--- src/rtl/seg7_scan_driver_pkg.sv ---
// Shared definitions for the 7-segment scan driver.
// Segment patterns are 7 bits ordered {g, fp, e, d, c, b, a}, active low
// (0 = segment lit). Also holds the converter state encoding, the digit
// slot indices and a BCD-digit-to-pattern helper.
package seg7_scan_driver_pkg;

    localparam logic [6:0] SEG_0     = 7'b1000000;
    localparam logic [6:0] SEG_1     = 7'b1111001;
    localparam logic [6:0] SEG_2     = 7'b0100100;
    localparam logic [6:0] SEG_3     = 7'b0110000;
    localparam logic [6:0] SEG_4     = 7'b0011001;
    localparam logic [6:0] SEG_5     = 7'b0010010;
    localparam logic [6:0] SEG_6     = 7'b0000010;
    localparam logic [6:0] SEG_7     = 7'b1111000;
    localparam logic [6:0] SEG_8     = 7'b0000000;
    localparam logic [6:0] SEG_9     = 7'b0010000;
    localparam logic [6:0] SEG_DASH  = 7'b0111111;
    localparam logic [6:0] SEG_BLANK = 7'b1111111;

    typedef enum logic [1:0] {
        ST_IDLE   = 2'd0,
        ST_SHIFT  = 2'd1,
        ST_COMMIT = 2'd2
    } conv_state_t;

    localparam logic [1:0] DIG_UNITS    = 2'd0;
    localparam logic [1:0] DIG_TENS     = 2'd1;
    localparam logic [1:0] DIG_HUNDREDS = 2'd2;

    // Decimal digit to active-low segment pattern; non-decimal codes blank.
    function automatic logic [6:0] seg_of_digit(input logic [3:0] digit);
        logic [6:0] pat;
        case (digit)
            4'd0:    pat = SEG_0;
            4'd1:    pat = SEG_1;
            4'd2:    pat = SEG_2;
            4'd3:    pat = SEG_3;
            4'd4:    pat = SEG_4;
            4'd5:    pat = SEG_5;
            4'd6:    pat = SEG_6;
            4'd7:    pat = SEG_7;
            4'd8:    pat = SEG_8;
            4'd9:    pat = SEG_9;
            default: pat = SEG_BLANK;
        endcase
        return pat;
    endfunction

endpackage

--- src/rtl/seg7_scan_driver_if.sv ---
// Host-side load handshake of the scan driver.
//   load  : single-cycle strobe, captures value when busy=0
//   value : 10-bit binary value to display
//   busy  : conversion in progress
// master = value producer (CPU side), slave = the display driver.
interface seg7_scan_driver_if;
    logic       load;
    logic [9:0] value;
    logic       busy;

    modport master (output load, output value, input busy);
    modport slave  (input load, input value, output busy);
endinterface

--- src/rtl/seg7_scan_driver_bin2bcd_seq.sv ---
// Sequential double-dabble: 10-bit binary to three BCD digits, one bit per
// clock, MSB first.
// Ports: clock, reset_n (async, active low), start (accepted only in IDLE),
//        bin_in[9:0], busy, done (high during the COMMIT cycle, when the
//        digit outputs are final), hundreds/tens/units[3:0], overflow
//        (captured value > 999).
module bin2bcd_seq
    import seg7_scan_driver_pkg::*;
(
    input  logic       clock,
    input  logic       reset_n,
    input  logic       start,
    input  logic [9:0] bin_in,
    output logic       busy,
    output logic       done,
    output logic [3:0] hundreds,
    output logic [3:0] tens,
    output logic [3:0] units,
    output logic       overflow
);

    conv_state_t state_r;
    conv_state_t state_nxt;
    logic [9:0]  bin_r;
    logic [11:0] bcd_r;
    logic [3:0]  cnt_r;
    logic        ovf_r;
    logic [11:0] bcd_adj_s;
    logic [21:0] shifted_s;

    // Nibble correction so the following left shift carries decimally.
    function automatic logic [3:0] add3(input logic [3:0] nib);
        logic [3:0] res;
        if (nib >= 4'd5) begin
            res = nib + 4'd3;
        end else begin
            res = nib;
        end
        return res;
    endfunction

    // State register.
    always_ff @(posedge clock or negedge reset_n) begin
        if (!reset_n) begin
            state_r <= ST_IDLE;
        end else begin
            state_r <= state_nxt;
        end
    end

    // Next-state logic; cnt_r==0 marks the 10th shift.
    always_comb begin
        state_nxt = state_r;
        case (state_r)
            ST_IDLE: begin
                if (start) begin
                    state_nxt = ST_SHIFT;
                end else begin
                    state_nxt = ST_IDLE;
                end
            end
            ST_SHIFT: begin
                if (cnt_r == 4'd0) begin
                    state_nxt = ST_COMMIT;
                end else begin
                    state_nxt = ST_SHIFT;
                end
            end
            ST_COMMIT: state_nxt = ST_IDLE;
            default:   state_nxt = ST_IDLE;
        endcase
    end

    // State-decoded outputs.
    always_comb begin
        busy = 1'b0;
        done = 1'b0;
        case (state_r)
            ST_IDLE:   begin busy = 1'b0; done = 1'b0; end
            ST_SHIFT:  begin busy = 1'b1; done = 1'b0; end
            ST_COMMIT: begin busy = 1'b1; done = 1'b1; end
            default:   begin busy = 1'b0; done = 1'b0; end
        endcase
    end

    // Add-3 correction then combined {bcd, bin} left shift.
    always_comb begin
        bcd_adj_s = {add3(bcd_r[11:8]), add3(bcd_r[7:4]), add3(bcd_r[3:0])};
        shifted_s = {bcd_adj_s[10:0], bin_r, 1'b0};
    end

    // Datapath: capture on start, shift while in SHIFT, hold otherwise.
    always_ff @(posedge clock or negedge reset_n) begin
        if (!reset_n) begin
            bin_r <= 10'd0;
            bcd_r <= 12'd0;
            cnt_r <= 4'd0;
            ovf_r <= 1'b0;
        end else if ((state_r == ST_IDLE) && start) begin
            bin_r <= bin_in;
            bcd_r <= 12'd0;
            cnt_r <= 4'd9;
            ovf_r <= (bin_in > 10'd999);
        end else if (state_r == ST_SHIFT) begin
            bcd_r <= shifted_s[21:10];
            bin_r <= shifted_s[9:0];
            if (cnt_r != 4'd0) begin
                cnt_r <= cnt_r - 4'd1;
            end else begin
                cnt_r <= cnt_r;
            end
        end else begin
            bin_r <= bin_r;
            bcd_r <= bcd_r;
            cnt_r <= cnt_r;
            ovf_r <= ovf_r;
        end
    end

    assign hundreds = bcd_r[11:8];
    assign tens     = bcd_r[7:4];
    assign units    = bcd_r[3:0];
    assign overflow = ovf_r;

endmodule

--- src/rtl/seg7_scan_driver.sv ---
// 3-digit, active-low, time-multiplexed 7-segment display driver.
// A loaded 10-bit value is converted to BCD by bin2bcd_seq; the displayed
// digits only change when a conversion commits. A prescaler steps the scan
// index every SCAN_DIV clocks (0 = AN0/units, 1 = AN1/tens, 2 = AN2/hundreds).
// Ports: clock, reset_n (async, active low), enable (0 = all anodes off),
//        host (load/value/busy handshake, slave side),
//        AN0..AN2 anodes, a,b,c,d,e,fp,g segments (fp = segment f), dp;
//        all display outputs active low and registered, dp held high.
module seg7_scan_driver
    import seg7_scan_driver_pkg::*;
#(
    parameter int SCAN_DIV = 50000,
    parameter bit BLANK_LZ = 1'b1
) (
    input  logic                 clock,
    input  logic                 reset_n,
    input  logic                 enable,
    seg7_scan_driver_if.slave    host,
    output logic                 AN0,
    output logic                 AN1,
    output logic                 AN2,
    output logic                 a,
    output logic                 b,
    output logic                 c,
    output logic                 d,
    output logic                 e,
    output logic                 fp,
    output logic                 g,
    output logic                 dp
);

    localparam int             PW       = (SCAN_DIV > 2) ? $clog2(SCAN_DIV) : 1;
    localparam logic [PW-1:0]  PRE_LAST = PW'(SCAN_DIV - 1);

    logic          conv_busy_s;
    logic          conv_done_s;
    logic [3:0]    conv_h_s, conv_t_s, conv_u_s;
    logic          conv_ovf_s;

    logic [3:0]    hund_r, tens_r, units_r;
    logic          ovf_r;
    logic [3:0]    eff_h_s, eff_t_s, eff_u_s;
    logic          eff_ovf_s;

    logic [PW-1:0] pre_r, pre_nxt;
    logic [1:0]    idx_r, idx_nxt;
    logic [2:0]    an_r, an_nxt;
    logic [6:0]    seg_r, seg_nxt;
    logic [6:0]    pat_s;

    bin2bcd_seq u_conv (
        .clock    (clock),
        .reset_n  (reset_n),
        .start    (host.load),
        .bin_in   (host.value),
        .busy     (conv_busy_s),
        .done     (conv_done_s),
        .hundreds (conv_h_s),
        .tens     (conv_t_s),
        .units    (conv_u_s),
        .overflow (conv_ovf_s)
    );

    assign host.busy = conv_busy_s;

    // Committed display digits, written only in the converter's COMMIT cycle.
    always_ff @(posedge clock or negedge reset_n) begin
        if (!reset_n) begin
            hund_r  <= 4'd0;
            tens_r  <= 4'd0;
            units_r <= 4'd0;
            ovf_r   <= 1'b0;
        end else if (conv_done_s) begin
            hund_r  <= conv_h_s;
            tens_r  <= conv_t_s;
            units_r <= conv_u_s;
            ovf_r   <= conv_ovf_s;
        end else begin
            hund_r  <= hund_r;
            tens_r  <= tens_r;
            units_r <= units_r;
            ovf_r   <= ovf_r;
        end
    end

    // Digits seen by the output register: forward the committing value so
    // the new digits appear on the very edge that ends COMMIT.
    always_comb begin
        if (conv_done_s) begin
            eff_h_s   = conv_h_s;
            eff_t_s   = conv_t_s;
            eff_u_s   = conv_u_s;
            eff_ovf_s = conv_ovf_s;
        end else begin
            eff_h_s   = hund_r;
            eff_t_s   = tens_r;
            eff_u_s   = units_r;
            eff_ovf_s = ovf_r;
        end
    end

    // Prescaler and scan index next values; both parked at 0 while disabled.
    always_comb begin
        pre_nxt = pre_r;
        idx_nxt = idx_r;
        if (!enable) begin
            pre_nxt = '0;
            idx_nxt = DIG_UNITS;
        end else if (pre_r == PRE_LAST) begin
            pre_nxt = '0;
            if (idx_r == DIG_HUNDREDS) begin
                idx_nxt = DIG_UNITS;
            end else begin
                idx_nxt = idx_r + 2'd1;
            end
        end else begin
            pre_nxt = pre_r + PW'(1);
            idx_nxt = idx_r;
        end
    end

    // Segment pattern for the slot being selected, with overflow dashes and
    // leading-zero blanking.
    always_comb begin
        pat_s = SEG_BLANK;
        case (idx_nxt)
            DIG_UNITS: begin
                if (eff_ovf_s) begin
                    pat_s = SEG_DASH;
                end else begin
                    pat_s = seg_of_digit(eff_u_s);
                end
            end
            DIG_TENS: begin
                if (eff_ovf_s) begin
                    pat_s = SEG_DASH;
                end else if (BLANK_LZ && (eff_h_s == 4'd0) && (eff_t_s == 4'd0)) begin
                    pat_s = SEG_BLANK;
                end else begin
                    pat_s = seg_of_digit(eff_t_s);
                end
            end
            DIG_HUNDREDS: begin
                if (eff_ovf_s) begin
                    pat_s = SEG_DASH;
                end else if (BLANK_LZ && (eff_h_s == 4'd0)) begin
                    pat_s = SEG_BLANK;
                end else begin
                    pat_s = seg_of_digit(eff_h_s);
                end
            end
            default: pat_s = SEG_BLANK;
        endcase
    end

    // Anode/segment next values; everything dark while disabled.
    always_comb begin
        an_nxt  = 3'b111;
        seg_nxt = SEG_BLANK;
        if (enable) begin
            an_nxt  = ~(3'b001 << idx_nxt);
            seg_nxt = pat_s;
        end else begin
            an_nxt  = 3'b111;
            seg_nxt = SEG_BLANK;
        end
    end

    // Scan state and registered display outputs, updated together.
    always_ff @(posedge clock or negedge reset_n) begin
        if (!reset_n) begin
            pre_r <= '0;
            idx_r <= DIG_UNITS;
            an_r  <= 3'b111;
            seg_r <= SEG_BLANK;
        end else begin
            pre_r <= pre_nxt;
            idx_r <= idx_nxt;
            an_r  <= an_nxt;
            seg_r <= seg_nxt;
        end
    end

    assign AN0 = an_r[0];
    assign AN1 = an_r[1];
    assign AN2 = an_r[2];
    assign a   = seg_r[0];
    assign b   = seg_r[1];
    assign c   = seg_r[2];
    assign d   = seg_r[3];
    assign e   = seg_r[4];
    assign fp  = seg_r[5];
    assign g   = seg_r[6];
    assign dp  = 1'b1;

endmodule

--- src/flat_wrapper.sv ---
// flat-port wrapper written by rule: the top's interface ports become plain ports
module seg7_scan_driver_flat import seg7_scan_driver_pkg::*;
#(
    parameter int SCAN_DIV = 50000,
    parameter bit BLANK_LZ = 1'b1
)
  (clock, reset_n, enable, AN0, AN1, AN2, a, b, c, d, e, fp, g, dp, host_load, host_value, host_busy);
  seg7_scan_driver_if host_i ();
  input  logic clock;
  input  logic reset_n;
  input  logic enable;
  output logic AN0;
  output logic AN1;
  output logic AN2;
  output logic a;
  output logic b;
  output logic c;
  output logic d;
  output logic e;
  output logic fp;
  output logic g;
  output logic dp;
  input wire logic [$bits(host_i.load)-1:0] host_load;
  input wire logic [$bits(host_i.value)-1:0] host_value;
  output wire logic [$bits(host_i.busy)-1:0] host_busy;
  assign host_i.load = host_load;
  assign host_i.value = host_value;
  assign host_busy = host_i.busy;
  seg7_scan_driver #(.SCAN_DIV(SCAN_DIV), .BLANK_LZ(BLANK_LZ)) u_core (.clock(clock), .reset_n(reset_n), .enable(enable), .host(host_i), .AN0(AN0), .AN1(AN1), .AN2(AN2), .a(a), .b(b), .c(c), .d(d), .e(e), .fp(fp), .g(g), .dp(dp));
endmodule
--- config.mk ---
export PLATFORM = sky130hd
export DESIGN_NAME = seg7_scan_driver_flat
export DESIGN_NICKNAME = d
export VERILOG_FILES = /design/src/rtl/seg7_scan_driver_pkg.sv /design/src/rtl/seg7_scan_driver_if.sv /design/src/rtl/seg7_scan_driver_bin2bcd_seq.sv /design/src/rtl/seg7_scan_driver.sv /design/src/flat_wrapper.sv
export SDC_FILE = /design/constraint.sdc
export NUM_CORES = 1
export LEC_CHECK = 0
export CAP_MARGIN = 40
export CORE_ASPECT_RATIO = 1.75
export CORE_MARGIN = 3
export CORE_UTILIZATION = 64
export CTS_BUF_LIST = sky130_fd_sc_hd__clkbuf_16
export DETAILED_ROUTE_END_ITERATION = 10
export GPL_ROUTABILITY_DRIVEN = 1
export GPL_TIMING_DRIVEN = 0
export PLACE_DENSITY = 0.85
export SYNTH_ARGS = -nofsm -noshare
export SYNTH_HDL_FRONTEND = slang
export SYNTH_SLANG_ARGS = --single-unit
--- constraint.sdc ---
create_clock -name clock -period 7.2 [get_ports clock]
set_input_delay 2.16 -clock clock [delete_from_list [all_inputs] [get_ports clock]]
set_output_delay 2.16 -clock clock [all_outputs]
set_load 0.05 [all_outputs]
# After elaboration in Yosys (flattened, before gate mapping)
# Memory sizes are Yosys's and may differ from the RTL's.
# Index checks and enable logic that the tools add are counted.
[word_totals]
rom_bits = 336
memories = 3
input_bits = 14
output_inout_bits = 12
regBits = 70
[memory_table]
columns = ["memory", "depth", "word_bits", "rd", "rd_ports_with_merged_regs", "wr", "line_no", "rtl"]
rows = [
  ["(name not given)", 16, 7, 1, 0, 0, "seg7_scan_driver_pkg.sv:33", "case (digit)"],
  ["(name not given)", 16, 7, 1, 0, 0, "seg7_scan_driver_pkg.sv:33", ""],
  ["(name not given)", 16, 7, 1, 0, 0, "seg7_scan_driver_pkg.sv:33", ""],
]
[op_classes]
magnitude_cmp = 4
n_addsub = 6
n_reduce_logical = 12
bitwise_logic = 1
eq_ne = 6
shifts = 1
mux = 32
[op_table]
columns = ["op", "n"]
rows = [
  ["$mux W7", 6],
  ["$mux W16", 2],
  ["$mux W4", 8],
  ["$mux W12", 2],
  ["$pmux W7 S3", 1],
  ["$mux W10", 2],
  ["$add A16 B1 Y16 const B", 1],
  ["$eq A16 B16 Y1 const B", 1],
  ["$ge A4 B3 Y1 const B", 3],
  ["$logic_not A4 Y1", 3],
  ["$gt A10 B10 Y1 const B", 1],
  ["$add A4 B2 Y4 const B", 2],
  ["$mux W2", 4],
  ["$eq A2 B2 Y1 const B", 3],
  ["$mux W3", 2],
  ["$eq A2 B1 Y1 const B", 2],
  ["$logic_not A2 Y1", 2],
  ["$mux W1", 4],
  ["$pmux W2 S2", 1],
  ["$reduce_bool A2 Y1", 2],
  ["$reduce_bool A4 Y1", 1],
  ["$sub A4 B1 Y4 const B", 1],
  ["$add A3 B2 Y3 const B", 1],
  ["$not A3 Y3", 1],
  ["5 further kinds", 6],
]

# Longest topological paths before layout
[depth]
ltp_word = 9
ltp_mapped = 13
mapped_depth_nobuf = 11

# Modules after synthesis
# Synthesis repeated with hierarchy kept, for this count alone.
[unflattened]
hier_cells = 449
area_unflattened_um2 = 4239.1
[modules_own_cells]
columns = ["module", "instances", "cells_per_inst", "seq_area_each_um2", "area_each_um2"]
rows = [
  ["seg7_scan_driver", 1, 282, 1038.5, 2642.5],
  ["bin2bcd_seq", 1, 167, 725.7, 1596.5],
]

# Worst setup path before layout
# Ideal clock, no wire load.
[synth_timing]
kind = "reg-to-output"
startpoint = "register u_core.u_conv.state_r[0]"
endpoint = "output port host_busy"
stages_incl_launch_ff = 3
path_slack_ns = 4.120
path_buffers = 0
t_required_ns = 5.040
arrival_time_ns = 0.920
path_cell_list = "dfrtp_1 -> inv_1 -> ha_1"
[synth_via]
elab_chain_cells = 3
word_cells_on_any_way = 4
[synth_rtl]
columns = ["item", "line_no", "rtl"]
rows = [
  ["start: declaration", "seg7_scan_driver_bin2bcd_seq.sv:22", "conv_state_t state_r;"],
  ["start signal: assignment", "seg7_scan_driver_bin2bcd_seq.sv:47", "state_r <= state_nxt;"],
  ["$eq A2 B1 Y1 or $eq A2 B2 Y1 (tied branches)", "seg7_scan_driver_bin2bcd_seq.sv:78", "case (state_r)"],
  ["$reduce_or A2 Y1 (no source line) *", "-", ""],
  ["$mux W1 *", "seg7_scan_driver_bin2bcd_seq.sv:78", ""],
  ["end: declaration", "flat_wrapper.sv:25", "output wire logic [$bits(host_i.busy)-1:0] host_busy;"],
]
# Every way passes the cells marked *; elsewhere a longest branch is shown, timed or not.

# Final worst setup path
[layout_timing]
startpoint = "register u_core.u_conv.state_r[1]"
endpoint = "output port host_busy"
# Same word-level chain as after synthesis.

==> flow_metrics.py <==
metrics = {
    "run_status": {
        "status": "finished clean",
    },
    "critical_path": {
        "endpoint_kind": "output pin",
        "reg2reg_depth": 13,
        "crit_type": "flop to output pin",
        "worst-path-max-fanout": 2,
        "worstPathRequired_ps": 5040,
        "max_stage_delay_ps": 790,
        "timing.rr.end": "u_core.seg_r[1]",
        "cp_cell_sequence": "inv_1 > ha_1 > clkdlybuf4s50_1",
        "r2r_start": "u_core.u_conv.state_r[0]",
        "r2r_slack_ps": 3890,
        "critPathBufInv": 2,
        "crit_arrival_ps": 1810,
        "slowest_stage": "clkdlybuf4s50_1",
        "cpLargestDelayFamily": "buffers and inverters",
        "critPathLaunchType": "flop",
    },
    "grt": {
        "grtUsageTotal_pct": 27.4,
        "grt_max_degree": 71,
        "overflow": 0,
        "grt_pass1_vias": 3345,
        "grt_pass1_wl_um": 15400,
        "antenna_found_initial": 0,
    },
    "pwr": {
        "leakagePower_uw": 0.00212,
        "power_density_mw_per_mm2": 373,
        "finalPower_uw": 1750,
        "ir_worst_vdd_v": 0.000265,
    },
    "routing": {
        "drt-vias-per-instance": 5.79,
        "drtIter0Drc": 178,
        "drc": 0,
        "drt_wl_total_um": 9130,
        "routedWlPerCell_um": 16.2,
        "ant_nets": 0,
        "drtPass1Iterations": 5,
        "vias": 3258,
    },
    "clock_network": {
        "htreeDepth": 3,
        "cts.sinks": 70,
        "clockRootBuffer": "clkbuf_16",
        "hold_buffers": 0,
        "clkLatencyLatePin_ps": 340,
        "clock_path_buffers": 2,
        "tritoncts.num_buffers": 9,
        "ctsResizeCount": 0,
        "post_cts_buffers": 0,
        "cts_tree": "done",
        "clkTransAtPathRegs_ps": 50,
    },
    "yosys": {
        "ys.flop_type": "dfrtp_1",
        "ys_ff_latch": 70,
        "netlist.top_cell.by_area": "dfrtp_1",
        "synth_top_area_share_pct": 36.6,
        "syn_inst": 443,
        "synth_cell_types": 60,
        "async_flop_share_pct": 100,
        "ys_warn_count": 0,
        "syn_avg_cell_area_um2": 9.25,
        "synth.yosys.seq_area_share_pct": 43.1,
        "syn_area_mm2": 0.00410,
        "synthTopCellsByArea": "dfrtp_1, ha_1, dfstp_2",
        "syn_nets": 483,
        "synth-edff-count": 0,
    },
    "sta": {
        "setup_viol": 0,
        "hold_viol_final": 0,
        "rsz0062_at_grt": "no",
        "slew_violations": 0,
        "finalCritPeriodShare_pct": 55.1,
        "slew_headroom_pct": 42.6,
        "min_period_ps": 3970,
        "fin_skew_ps": 6.67,
        "fmax_mhz": 252,
        "tightest_slew_ps": 861,
        "tns_ps": 0,
    },
    "worst_hold_path": {
        "whs_endpoint": "u_core.u_conv.overflow",
        "hold_depth": 2,
        "hp-start": "u_core.u_conv.overflow",
        "min_path_type": "flop to flop",
    },
    "layout": {
        "fin_nets": 518,
        "finish.utilization_pct": 75.4,
        "nFillCells": 457,
        "drive_above_1_share_pct": 9.73,
        "syn_to_final_growth_pct": 14.5,
        "diodes": 0,
    },
    "floorplanning": {
        "num_rows": 38,
        "die_x_um": 66.5,
        "dieHeight_um": 112,
        "initial_core_util_pct": 65.8,
        "dieArea_mm2": 0.00744,
        "coreArea_mm2": 0.00623,
        "io_pins": 26,
    },
    "flow_run": {
        "maxCapViolCount": 0,
    },
    "place": {
        "dp_hpwl_um": 6880,
        "gp_congestion": 0.971,
        "io_buffers": 24,
    },
}
[where the power goes]
group	total (uW)	switching [uW]	internal, uW
Combinational	788	484	304
Sequential	577	72.0	505
Clock	386	159	226
Total	1750	715	1040
[logic make-up (layout without fill, tap and decap cells)]
| group | count (synthesis) | after routing | synth area share, % |
|---|---|---|---|
| adders and majority gates | 26 | 26 | 7.94 |
| AOI/OAI and AO/OA | 97 | 97 | 14.0 |
| buffers and inverters | 43 | 83 | 4.40 |
| other | 1 | 1 | 0.0915 |
| DFF | 70 | 70 | 43.1 |
| muxes | 29 | 29 | 7.82 |
| and+or+nand+nor | 154 | 154 | 17.7 |
| xor gates and xnor gates | 23 | 23 | 4.92 |
[sequential cells by signal, indices dropped and copies added (netlist names)]
name                    count
u_core.an_r                 3
u_core.hund_r               4
u_core.idx_r                2
u_core.ovf_r                1
u_core.pre_r               16
u_core.seg_r                7
u_core.tens_r               4
u_core.u_conv.bcd_r        12
u_core.u_conv.bin_r        10
u_core.u_conv.cnt_r         4
u_core.u_conv.overflow      1
u_core.u_conv.state_r       2
u_core.units_r              4
[cell type report]
class                           count  area, um^2  share of cell area (%)
Sequential cell                    70        1760                    37.6
Buffer                             16        78.8                    1.68
Inverter                           27         101                    2.16
Clock buffer                        9         225                    4.80
Clock inverter                      7        32.5                   0.693
Tap cell                           80         100                    2.13
Multi-Input combinational cell    330        2150                    45.9
Timing Repair Buffer               24         238                    5.07
[layer usage]
layer	global-route usage [%]	vias up	wire, um	share of wire [%]
met5	0	-	0	0
met4	17.2	0	526	5.8
met3	4.94	38	244	2.7
met2	50.2	72	5090	56
met1	26.7	1548	3260	36
li1	-	1600	-	-
[how the worst max path moves through the flow]
stage	slack (ps)	end	depth (start not counted)	start
floorplan	4120	host_busy	2	u_core.u_conv.state_r[0]
global placement	1790	u_core.u_conv.bin_r[0]	1	reset_n
detailed placement	3210	u_core.seg_r[6]	6	enable
CTS	3210	host_busy	3	u_core.u_conv.state_r[1]
global route	3180	host_busy	3	u_core.u_conv.state_r[1]
finish	3230	host_busy	3	u_core.u_conv.state_r[1]
[layout by cell type, fill, tap and decap left out, types with 9 or more instances in the layout]
| master | instances |
|---|---|
| o21ai_0 | 39 |
| xnor2_1 | 11 |
| clkbuf_16 | 9 |
| clkbuf_1 | 9 |
| dfrtp_1 | 60 |
| dfstp_2 | 10 |
| nor2_1 | 52 |
| xor2_1 | 12 |
| ha_1 | 26 |
| nand3_1 | 13 |
| a21oi_1 | 29 |
| nand2_1 | 45 |
| inv_1 | 22 |
| clkdlybuf4s50_1 | 23 |
| mux2i_1 | 21 |
[through the flow]
stage / instances / hold WS [ps] / setup WS, ps / area (um^2)
after floorplan: 443 / 448 / 4120 / 4100
final: 563 / 495 / 3230 / 4690
after global routing: 563 / 528 / 3180 / 4690
after detailed placement: 547 / 489 / 3210 / 4440
after global placement: 547 / 480 / 1790 / 4440
after CTS: 563 / 501 / 3210 / 4690
[worst register-to-register path: stages (launching register included)]
cell      delay, ps
dfrtp_1         370
inv_1            80
ha_1            260
buf_6           210
buf_4           210
mux2_2          410
inv_1           110
ha_1            280
nand2b_1         80
a32oi_1         400
o21ai_0         150
o311ai_0        260
a221oi_1        200
o211ai_1        180
[cell usage after synthesis (all sizes together) (3+ instances only)]
master	instances
a211oi	4
a21oi	29
and2	3
and3	5
buf	7
clkbuf	9
dfrtp	60
dfstp	10
ha	26
inv	25
mux2	5
mux2i	24
nand2	45
nand2b	8
nand3	13
nand4	6
nor2	52
nor3	7
o211ai	4
o21ai	40
xnor2	11
xor2	12
Note: power is estimated with default switching activity, not from simulation.
